## src/rtl/axis_frame_gen_pkg.sv

```systemverilog
// Shared types and helpers for the AXI-Stream frame generator.
package axis_frame_gen_pkg;

    // Two-state transmitter: waiting for a command, or streaming a frame.
    typedef enum logic {
        IDLE = 1'b0,
        SEND = 1'b1
    } state_t;

    // Widest tkeep the helper can describe (512-bit data bus).
    localparam int MAX_KEEP = 64;

    // Byte-enable mask for a beat that starts with 'rem' bytes still to send.
    // A full beat (rem >= kw) gets kw ones; a short final beat gets the low rem bits.
    function automatic logic [MAX_KEEP-1:0] keep_mask(input logic [31:0] rem, input int kw);
        logic [MAX_KEEP-1:0] m;
        m = '0;
        for (int i = 0; i < MAX_KEEP; i++) begin
            if ((i < kw) && (32'(i) < rem)) begin
                m[i] = 1'b1;
            end
        end
        return m;
    endfunction

endpackage

```

## src/rtl/axis_frame_gen_if.sv

```systemverilog
// Command and AXI-Stream bundle for the frame generator.
// Handshake rule for both channels: a transfer happens on a rising clk edge where
// valid && ready; the source keeps valid and its payload stable until that edge,
// and ready may depend combinationally on the other side.
interface axis_frame_gen_if
    import axis_frame_gen_pkg::*;
#(
    parameter int DATA_WIDTH = 8,
    parameter int KEEP_WIDTH = DATA_WIDTH / 8,
    parameter int ID_WIDTH   = 8,
    parameter int DEST_WIDTH = 8,
    parameter int USER_WIDTH = 1,
    parameter int LEN_WIDTH  = 16
);
    // Command channel
    logic                  cmd_valid;
    logic                  cmd_ready;
    logic [LEN_WIDTH-1:0]  cmd_len;
    logic [ID_WIDTH-1:0]   cmd_id;
    logic [DEST_WIDTH-1:0] cmd_dest;
    logic                  cmd_bad;
    logic [7:0]            cmd_seed;

    // Stream channel
    logic [DATA_WIDTH-1:0] m_axis_tdata;
    logic [KEEP_WIDTH-1:0] m_axis_tkeep;
    logic                  m_axis_tvalid;
    logic                  m_axis_tready;
    logic                  m_axis_tlast;
    logic [ID_WIDTH-1:0]   m_axis_tid;
    logic [DEST_WIDTH-1:0] m_axis_tdest;
    logic [USER_WIDTH-1:0] m_axis_tuser;

    // Generator side: accepts commands, drives the stream.
    modport master (
        input  cmd_valid, cmd_len, cmd_id, cmd_dest, cmd_bad, cmd_seed,
        output cmd_ready,
        output m_axis_tdata, m_axis_tkeep, m_axis_tvalid, m_axis_tlast,
        output m_axis_tid, m_axis_tdest, m_axis_tuser,
        input  m_axis_tready
    );

    // Environment side: issues commands, sinks the stream.
    modport slave (
        output cmd_valid, cmd_len, cmd_id, cmd_dest, cmd_bad, cmd_seed,
        input  cmd_ready,
        input  m_axis_tdata, m_axis_tkeep, m_axis_tvalid, m_axis_tlast,
        input  m_axis_tid, m_axis_tdest, m_axis_tuser,
        output m_axis_tready
    );

endinterface

```

## src/rtl/axis_frame_gen.sv

```systemverilog
// AXI-Stream frame transmitter: one command becomes one frame whose bytes are
// a ramp starting at the command seed. All stream outputs are registered.
module axis_frame_gen
    import axis_frame_gen_pkg::*;
#(
    parameter int                    DATA_WIDTH           = 8,
    parameter int                    KEEP_WIDTH           = DATA_WIDTH / 8,
    parameter int                    ID_WIDTH             = 8,
    parameter int                    DEST_WIDTH           = 8,
    parameter int                    USER_WIDTH           = 1,
    parameter int                    LEN_WIDTH            = 16,
    parameter logic [USER_WIDTH-1:0] USER_BAD_FRAME_VALUE = USER_WIDTH'(1)
) (
    input  logic               clk,
    input  logic               rst_n,
    axis_frame_gen_if.master   bus,
    output logic               status_busy,
    output logic               status_frame_done,
    output logic [15:0]        frame_count
);

    localparam logic [LEN_WIDTH:0] KW_L = (LEN_WIDTH + 1)'(KEEP_WIDTH);
    localparam logic [7:0]         KW_B = 8'(KEEP_WIDTH);

    state_t                r_state;
    logic [DATA_WIDTH-1:0] r_tdata;
    logic [KEEP_WIDTH-1:0] r_tkeep;
    logic                  r_tvalid;
    logic                  r_tlast;
    logic [USER_WIDTH-1:0] r_tuser;
    logic [ID_WIDTH-1:0]   r_tid;
    logic [DEST_WIDTH-1:0] r_tdest;
    logic [LEN_WIDTH:0]    r_rem;   // bytes left, counting the beat on the bus
    logic [7:0]            r_byte;  // ramp value of lane 0 of the beat on the bus
    logic                  r_bad;
    logic                  r_done;
    logic [15:0]           r_count;

    logic                  w_handshake;
    logic                  w_last_hs;
    logic                  w_cmd_ready;
    logic                  w_accept;
    logic                  w_load;
    logic [LEN_WIDTH:0]    w_cmd_len;
    logic [LEN_WIDTH:0]    w_src_rem;
    logic [7:0]            w_src_byte;
    logic                  w_src_bad;
    logic                  w_last;
    logic [KEEP_WIDTH-1:0] w_keep;
    logic [DATA_WIDTH-1:0] w_data;
    logic [USER_WIDTH-1:0] w_user;

    // A new command can be taken while idle, or in the very cycle the final beat
    // leaves, which is what lets frames run back to back with no idle beat.
    assign w_handshake = r_tvalid && bus.m_axis_tready;
    assign w_last_hs   = w_handshake && r_tlast;
    assign w_cmd_ready = (r_state == IDLE) || w_last_hs;
    assign w_accept    = bus.cmd_valid && w_cmd_ready;
    assign w_load      = w_accept || (w_handshake && !r_tlast);
    assign w_cmd_len   = (bus.cmd_len == '0) ? (LEN_WIDTH + 1)'(1) : {1'b0, bus.cmd_len};

    // Build the next beat, either the first beat of a fresh command or the
    // successor of the beat currently on the bus.
    always_comb begin
        w_src_rem  = r_rem - KW_L;
        w_src_byte = r_byte + KW_B;
        w_src_bad  = r_bad;
        if (w_accept) begin
            w_src_rem  = w_cmd_len;
            w_src_byte = bus.cmd_seed;
            w_src_bad  = bus.cmd_bad;
        end
        w_last = (w_src_rem <= KW_L);
        w_keep = KEEP_WIDTH'(keep_mask(32'(w_src_rem), KEEP_WIDTH));
        w_data = '0;
        for (int i = 0; i < KEEP_WIDTH; i++) begin
            w_data[i*8 +: 8] = w_keep[i] ? (w_src_byte + 8'(i)) : 8'h00;
        end
        w_user = (w_last && w_src_bad) ? USER_BAD_FRAME_VALUE : '0;
    end

    // FSM, output beat register, beat counter and frame statistics.
    always_ff @(posedge clk or negedge rst_n) begin
        if (!rst_n) begin
            r_state  <= IDLE;
            r_tdata  <= '0;
            r_tkeep  <= '0;
            r_tvalid <= 1'b0;
            r_tlast  <= 1'b0;
            r_tuser  <= '0;
            r_tid    <= '0;
            r_tdest  <= '0;
            r_rem    <= '0;
            r_byte   <= '0;
            r_bad    <= 1'b0;
            r_done   <= 1'b0;
            r_count  <= '0;
        end else begin
            r_done <= w_last_hs;
            if (w_last_hs) begin
                r_count <= r_count + 16'd1;
            end
            if (w_load) begin
                r_tdata <= w_data;
                r_tkeep <= w_keep;
                r_tlast <= w_last;
                r_tuser <= w_user;
                r_rem   <= w_src_rem;
                r_byte  <= w_src_byte;
                r_bad   <= w_src_bad;
            end
            if (w_accept) begin
                r_state  <= SEND;
                r_tvalid <= 1'b1;
                r_tid    <= bus.cmd_id;
                r_tdest  <= bus.cmd_dest;
            end else if (w_last_hs) begin
                r_state  <= IDLE;
                r_tvalid <= 1'b0;
                r_tlast  <= 1'b0;
                r_tuser  <= '0;
            end
        end
    end

    assign bus.cmd_ready     = w_cmd_ready;
    assign bus.m_axis_tdata  = r_tdata;
    assign bus.m_axis_tkeep  = r_tkeep;
    assign bus.m_axis_tvalid = r_tvalid;
    assign bus.m_axis_tlast  = r_tlast;
    assign bus.m_axis_tuser  = r_tuser;
    assign bus.m_axis_tid    = r_tid;
    assign bus.m_axis_tdest  = r_tdest;

    assign status_busy       = (r_state == SEND);
    assign status_frame_done = r_done;
    assign frame_count       = r_count;

endmodule

```

## src/flat_wrapper.sv

```systemverilog
// flat-port wrapper written by rule: the top's interface ports become plain ports
module axis_frame_gen_flat import axis_frame_gen_pkg::*;
#(
    parameter int                    DATA_WIDTH           = 8,
    parameter int                    KEEP_WIDTH           = DATA_WIDTH / 8,
    parameter int                    ID_WIDTH             = 8,
    parameter int                    DEST_WIDTH           = 8,
    parameter int                    USER_WIDTH           = 1,
    parameter int                    LEN_WIDTH            = 16,
    parameter logic [USER_WIDTH-1:0] USER_BAD_FRAME_VALUE = USER_WIDTH'(1)
)
  (clk, rst_n, status_busy, status_frame_done, frame_count, bus_cmd_valid, bus_cmd_len, bus_cmd_id, bus_cmd_dest, bus_cmd_bad, bus_cmd_seed, bus_cmd_ready, bus_m_axis_tdata, bus_m_axis_tkeep, bus_m_axis_tvalid, bus_m_axis_tlast, bus_m_axis_tid, bus_m_axis_tdest, bus_m_axis_tuser, bus_m_axis_tready);
  axis_frame_gen_if #(.DATA_WIDTH(DATA_WIDTH), .KEEP_WIDTH(KEEP_WIDTH), .ID_WIDTH(ID_WIDTH), .DEST_WIDTH(DEST_WIDTH), .USER_WIDTH(USER_WIDTH), .LEN_WIDTH(LEN_WIDTH)) bus_i ();
  input  logic clk;
  input  logic rst_n;
  output logic status_busy;
  output logic status_frame_done;
  output logic [15:0] frame_count;
  input wire logic [$bits(bus_i.cmd_valid)-1:0] bus_cmd_valid;
  input wire logic [$bits(bus_i.cmd_len)-1:0] bus_cmd_len;
  input wire logic [$bits(bus_i.cmd_id)-1:0] bus_cmd_id;
  input wire logic [$bits(bus_i.cmd_dest)-1:0] bus_cmd_dest;
  input wire logic [$bits(bus_i.cmd_bad)-1:0] bus_cmd_bad;
  input wire logic [$bits(bus_i.cmd_seed)-1:0] bus_cmd_seed;
  output wire logic [$bits(bus_i.cmd_ready)-1:0] bus_cmd_ready;
  output wire logic [$bits(bus_i.m_axis_tdata)-1:0] bus_m_axis_tdata;
  output wire logic [$bits(bus_i.m_axis_tkeep)-1:0] bus_m_axis_tkeep;
  output wire logic [$bits(bus_i.m_axis_tvalid)-1:0] bus_m_axis_tvalid;
  output wire logic [$bits(bus_i.m_axis_tlast)-1:0] bus_m_axis_tlast;
  output wire logic [$bits(bus_i.m_axis_tid)-1:0] bus_m_axis_tid;
  output wire logic [$bits(bus_i.m_axis_tdest)-1:0] bus_m_axis_tdest;
  output wire logic [$bits(bus_i.m_axis_tuser)-1:0] bus_m_axis_tuser;
  input wire logic [$bits(bus_i.m_axis_tready)-1:0] bus_m_axis_tready;
  assign bus_i.cmd_valid = bus_cmd_valid;
  assign bus_i.cmd_len = bus_cmd_len;
  assign bus_i.cmd_id = bus_cmd_id;
  assign bus_i.cmd_dest = bus_cmd_dest;
  assign bus_i.cmd_bad = bus_cmd_bad;
  assign bus_i.cmd_seed = bus_cmd_seed;
  assign bus_cmd_ready = bus_i.cmd_ready;
  assign bus_m_axis_tdata = bus_i.m_axis_tdata;
  assign bus_m_axis_tkeep = bus_i.m_axis_tkeep;
  assign bus_m_axis_tvalid = bus_i.m_axis_tvalid;
  assign bus_m_axis_tlast = bus_i.m_axis_tlast;
  assign bus_m_axis_tid = bus_i.m_axis_tid;
  assign bus_m_axis_tdest = bus_i.m_axis_tdest;
  assign bus_m_axis_tuser = bus_i.m_axis_tuser;
  assign bus_i.m_axis_tready = bus_m_axis_tready;
  axis_frame_gen #(.DATA_WIDTH(DATA_WIDTH), .KEEP_WIDTH(KEEP_WIDTH), .ID_WIDTH(ID_WIDTH), .DEST_WIDTH(DEST_WIDTH), .USER_WIDTH(USER_WIDTH), .LEN_WIDTH(LEN_WIDTH), .USER_BAD_FRAME_VALUE(USER_BAD_FRAME_VALUE)) u_core (.clk(clk), .rst_n(rst_n), .bus(bus_i), .status_busy(status_busy), .status_frame_done(status_frame_done), .frame_count(frame_count));
endmodule
```

## config.mk

```make
export PLATFORM = sky130hd
export DESIGN_NAME = axis_frame_gen_flat
export DESIGN_NICKNAME = d
export VERILOG_FILES = /design/src/rtl/axis_frame_gen_pkg.sv /design/src/rtl/axis_frame_gen_if.sv /design/src/rtl/axis_frame_gen.sv /design/src/flat_wrapper.sv
export SDC_FILE = /design/constraint.sdc
export NUM_CORES = 1
export LEC_CHECK = 0
export BUFFER_PORTS_ARGS = -buffer_cell sky130_fd_sc_hd__buf_2
export CORE_MARGIN = 2
export CORE_UTILIZATION = 44
export CTS_CLUSTER_SIZE = 24
export DETAILED_ROUTE_END_ITERATION = 6
export HOLD_SLACK_MARGIN = 0.03
export PLACE_DENSITY = 0.78
export SLEW_MARGIN = 40
export SYNTH_ARGS = -nofsm -noshare
export SYNTH_HDL_FRONTEND = slang
export SYNTH_SLANG_ARGS = --single-unit
```

## constraint.sdc

```tcl
create_clock -name clk -period 2.8 [get_ports clk]
set_clock_uncertainty 0.2 [all_clocks]
set_input_delay 0.28 -clock clk [delete_from_list [all_inputs] [get_ports clk]]
set_output_delay 0.28 -clock clk [all_outputs]
set_load 0.01 [all_outputs]
```

Word-level counts from Yosys, hierarchy flattened
Cells that the tools add are included.
{"block": "totals", "out_inout_bits": 47, "in_bits": 45, "mem_bits_rw": 0, "n_memories": 0, "reg_bits": 71, "latchBits": 0, "rom_bits": 0, "word_cells": 43}
{"block": "op_classes", "mul": 0, "n_div": 0, "n_reduce_logical": 10, "n_shift": 0, "mux": 15, "add_sub_neg": 3, "magnitude_cmp": 2, "eq_ne": 0, "bitwise_logic": 1}
{"cell": "17-bit by 1-bit <= comparator with 1-bit output (second input constant)", "n": 1}
{"cell": "1-bit by 17-bit < comparator with 1-bit output (first input constant)", "n": 1}
{"cell": "17-bit 2-to-1 mux", "n": 1}
{"cell": "17-bit by 1-bit subtractor with 17-bit output (second input constant)", "n": 1}
{"cell": "16-bit by 1-bit adder with 16-bit output (second input constant)", "n": 1}
{"cell": "16-bit logical NOT", "n": 1}
{"cell": "16-bit 2-to-1 mux", "n": 1}
{"cell": "8-bit 2-to-1 mux", "n": 2}
{"cell": "1-bit 2-to-1 mux", "n": 11}
{"cell": "8-bit by 1-bit adder with 8-bit output (second input constant)", "n": 1}
{"cell": "1-bit logical AND", "n": 5}
{"cell": "1-bit logical OR", "n": 2}
{"cell": "2-bit nonzero test", "n": 1}
{"cell": "1-bit logical NOT", "n": 1}
{"cell": "1-bit inverter", "n": 1}

Logic depth before layout (Yosys ltp)
{"block": "depth", "word_depth": 11, "depth_mapped": 9}

Worst setup path after synthesis
No wires, ideal clock.
{"block": "synth_timing", "path_kind": "reg2reg", "start": "reg u_core.r_rem[3]", "end": "reg u_core.r_tdata[1], in the netlist u_core.bus.m_axis_tdata[1]", "setup_ps": 150, "arrival_ps": 2384, "required_time_ps": 2450, "n_path_buf": 3, "setup_slack_ps": 66, "stages_incl_launch_ff": 10, "cell_sequence": "dfrtp_1 buf_6 or4_4 buf_6 o31ai_2 or3b_1 o32ai_1 and4_1 buf_6 a41oi_1"}
{"block": "synth_via", "elab_chain_len": 5}
{"element": "start, declared", "line_no": "axis_frame_gen.sv:33", "rtl": "logic [LEN_WIDTH:0] r_rem;"}
{"element": "start signal, assigned", "line_no": "axis_frame_gen.sv:108", "rtl": "r_rem <= w_src_rem;"}
{"element": "17-bit by 1-bit subtractor with 17-bit output", "line_no": "axis_frame_gen.sv:65", "rtl": "w_src_rem = r_rem - KW_L;"}
{"element": "17-bit 2-to-1 mux", "line_no": "axis_frame_gen.sv:68", "rtl": "if (w_accept) begin"}
{"element": "1-bit by 17-bit < comparator with 1-bit output", "line_no": "axis_frame_gen_pkg.sv:19", "rtl": "if ((i < kw) && (32'(i) < rem)) begin"}
{"element": "1-bit 2-to-1 mux", "line_no": "axis_frame_gen_pkg.sv:19"}
{"element": "8-bit 2-to-1 mux", "line_no": "axis_frame_gen.sv:77", "rtl": "w_data[i*8 +: 8] = w_keep[i] ? (w_src_byte + 8'(i)) : 8'h00;"}
{"element": "end signal, assigned", "line_no": "axis_frame_gen.sv:104", "rtl": "r_tdata <= w_data;"}
{"element": "end, declared", "line_no": "axis_frame_gen.sv:26", "rtl": "logic [DATA_WIDTH-1:0] r_tdata;"}
No other way between the ends.
A chain may end at the register's enable or synchronous reset.

Worst setup path in the final report
{"block": "layout_timing", "start": "reg u_core.r_rem[4]", "end": "reg u_core.r_tlast, in the netlist u_core.bus.m_axis_tlast"}
{"block": "layout_via", "elab_chain_len": 6}
{"element": "17-bit by 1-bit subtractor with 17-bit output (*)", "line_no": "axis_frame_gen.sv:65"}
{"element": "17-bit 2-to-1 mux (*)", "line_no": "axis_frame_gen.sv:68"}
{"element": "17-bit by 1-bit <= comparator with 1-bit output (*)", "line_no": "axis_frame_gen.sv:73", "rtl": "w_last = (w_src_rem <= KW_L);"}
{"element": "1-bit 2-to-1 mux (*)", "line_no": "axis_frame_gen.sv:103", "rtl": "if (w_load) begin"}
{"element": "1-bit 2-to-1 mux", "line_no": "axis_frame_gen.sv:117", "rtl": "end else if (w_last_hs) begin"}
{"element": "1-bit 2-to-1 mux (*)", "line_no": "axis_frame_gen.sv:112", "rtl": "if (w_accept) begin"}
{"element": "end signal, assigned", "line_no": "axis_frame_gen.sv:106", "rtl": "r_tlast <= w_last;"}
{"element": "end, declared", "line_no": "axis_frame_gen.sv:29", "rtl": "logic r_tlast;"}
Mark *: on every way between the ends. The rest lies on a longest branch, timed or not.

==> reports/metrics.csv <==
metric,value,unit
Max-slew headroom,56.6,%
CTS Buffer Depth,2,
Vias,3525,
Worst setup SP type,flop,
fin cells,643,
"top cells by area, synth","dfrtp_1, nand2_1, xnor2_1",
Crit Reg-Reg Endpoint,u_core.bus.m_axis_tlast,
post-route clock period utilization,98.6,%
initial antenna violation count,0,
Post-synth ARST share,100,%
HP Start,bus_cmd_seed[2],
Hold Path End,u_core.r_byte[2],
DR WL/cell,15.8,microns
Netlist cell types,52,
drt drc,0,
Crit Path Class,reg -> reg,
htree depth,3,
share of the core filled with cells,59.5,%
r2r worst-path depth,7,
syn_nets,449,
R2R Setup Slk,0.04,ns
Worst-path clk slew,0.07,ns
global-route wire length before repair,16.3,mm
antenna cells,0,
Worst setup EP type,flop,
final net count,581,
Detailed Place HPWL,6.79,mm
number of global-route vias before repair,3381,
"Seq/Total Area, Yosys",48.6,%
count of final max-slew check failures,0,
Final ANT Viol Nets,0,
io pins,92,
number of buffers created by CTS,9,
TritonCTS sink count,71,
share of the synthesized area in the top cell type,48.6,%
Fin Setup TNS,0,ns
"EDFF count, synth",0,
leakage,0.00231,uW
first drt pass iteration count,6,
Hold Fails Final Rpt,0,
largest net degree at the start of global routing,72,
Layout area overhead,32.3,%
GRT Total Usage,22.9,%
synthesized cell area,3660,sq um
chip width,95.2,microns
Slew @ Worst Pin,0.651,ns
R2R Path Start,u_core.r_rem[4],
Synthesis Warnings,0,
crit-path max FO,11,
synthesized flop and latch total,71,
Core Region,8130,sq um
top_reg_cell synth,dfrtp_1,
TritonCTS clock tree,done,
die area,9060,sq um
site row count,33,
WHS,0.0479,ns
Final min period,2.76,ns
Worst EP required,2.82,ns
Max VDD drop,0.386,mV
DR vias/cell,5.48,
initial drt markers,276,
Yosys top cell by area,dfrtp_1,
CP arrival,2.79,ns
PortBufs,91,
FMAX,362,MHz
Root Buffer Master,clkbuf_8,
status,"complete, no violations",
final WL,10.2,mm
Initial Util,45.0,%
layout cells sized above 1,26.6,%
total global routing overflow,0,
Die Span Y,95.2,microns
# Max-Cap Violations,0,
synthesized instance count,401,
synth cell count leaders,"nand2_1, dfrtp_1",
Hold WC Path Type,in -> reg,
most common cell in the netlist,nand2_1,
"Clk Latency, worst-skew pair",0.33,ns
Final Setup Violations,0,
Syn Area/Cell,9.12,sq um
pwr dens,825,nW/um^2
cell count after placement,596,
GP Congestion,0.858,
hold path cells,3,
[power by group]
part | total (uW) | internal, uW | switching [uW]
Sequential | 1670 | 1350 | 322
Combinational | 1510 | 739 | 769
Clock | 811 | 436 | 375
[cell families after synthesis]
kind of cell / Yosys count / share of synthesized area [%]
mux: 6 / 1.71
buf+inv: 24 / 3.18
xor+xnor: 34 / 8.14
flops: 71 / 48.6
simple gates: 180 / 22.9
compound gates: 83 / 14.4
fa+ha+maj: 3 / 1.03
[cell type report]
type,instances,area [sq um]
multi-input cells,306,1800
inverters,4,15.0
flip-flops and latches,71,1780
well taps,105,131
fillers,679,3290
repair buffers,141,922
clock buffers,13,149
clock inverters,3,42.5
[worst max-delay path by stage]
stage,startpoint,end,slack [ns],cells after the start
6_report,u_core.r_rem[4],u_core.bus.m_axis_tlast,0.04,7
5_1_grt,u_core.r_rem[4],u_core.bus.m_axis_tlast,-0.04,7
4_1_cts,u_core.r_rem[7],u_core.bus.m_axis_tdata[1],0.06,7
3_5_place_dp,u_core.r_rem[7],u_core.bus.m_axis_tdata[1],0.08,7
3_3_place_gp,u_core.r_rem[7],u_core.bus.m_axis_tdata[1],0.14,7
2_1_floorplan,u_core.r_rem[3],u_core.bus.m_axis_tdata[1],0.07,9
[layer usage]
metal / wire length [microns] / vias up / global-route usage, % / share of wire (%)
met3: 584 / 20 / 4.03 / 5.8
met2: 5020 / 135 / 37.7 / 49
li1: - / 1667 / - / -
met1: 4340 / 1703 / 30.5 / 43
met5: 0 / - / 0 / 0
met4: 211 / 0 / 7.73 / 2.1
[cells in the final DEF (no fill, tap or decap), types with 4 or more instances in the layout]
cell / n
buf_2: 91
nand2_1: 90
dfrtp_1: 71
dlygate4sd3_1: 30
nor2_1: 25
xnor2_1: 25
o21ai_0: 24
a21oi_1: 24
buf_4: 18
nand3_1: 13
nor4_1: 10
clkbuf_8: 10
xor2_1: 9
and3_1: 8
nand4_1: 7
nor3_1: 5
inv_1: 4
o211ai_1: 4
mux2i_1: 4
a22oi_1: 4
[critical path, cell delays in order (launching register included)]
cell      delay, ns
dfrtp_1        0.39
or4_4          0.60
or3_1          0.48
o211ai_1       0.23
o21ai_0        0.16
and4_4         0.23
buf_12         0.14
a32o_1         0.21
[stage by stage]
step	power [uW]	setup WS, ns	area [sq um]
6_report	3990	0.0383	4840
5_1_grt	4250	-0.0378	4840
4_1_cts	3900	0.0649	4790
3_5_place_dp	3050	0.0781	4300
3_3_place_gp	3000	0.139	4300
2_1_floorplan	2510	0.0662	3660
[what timing repair did]
action	CTS	global route
buffers inserted	0	1
endpoints found under the setup margin	0	11
hold buffers	30	0
gates resized for setup	0	11
hold endpoints to repair	101	0
[sequential cells by signal (all words and copies together) (netlist names), 8 cells and up]
register,flops
u_core.bus.m_axis_tid,8
u_core.bus.m_axis_tdest,8
u_core.r_rem,17
u_core.bus.m_axis_tdata,8
u_core.r_byte,8
u_core.frame_count,16
Power figures use the tool's default switching activity.
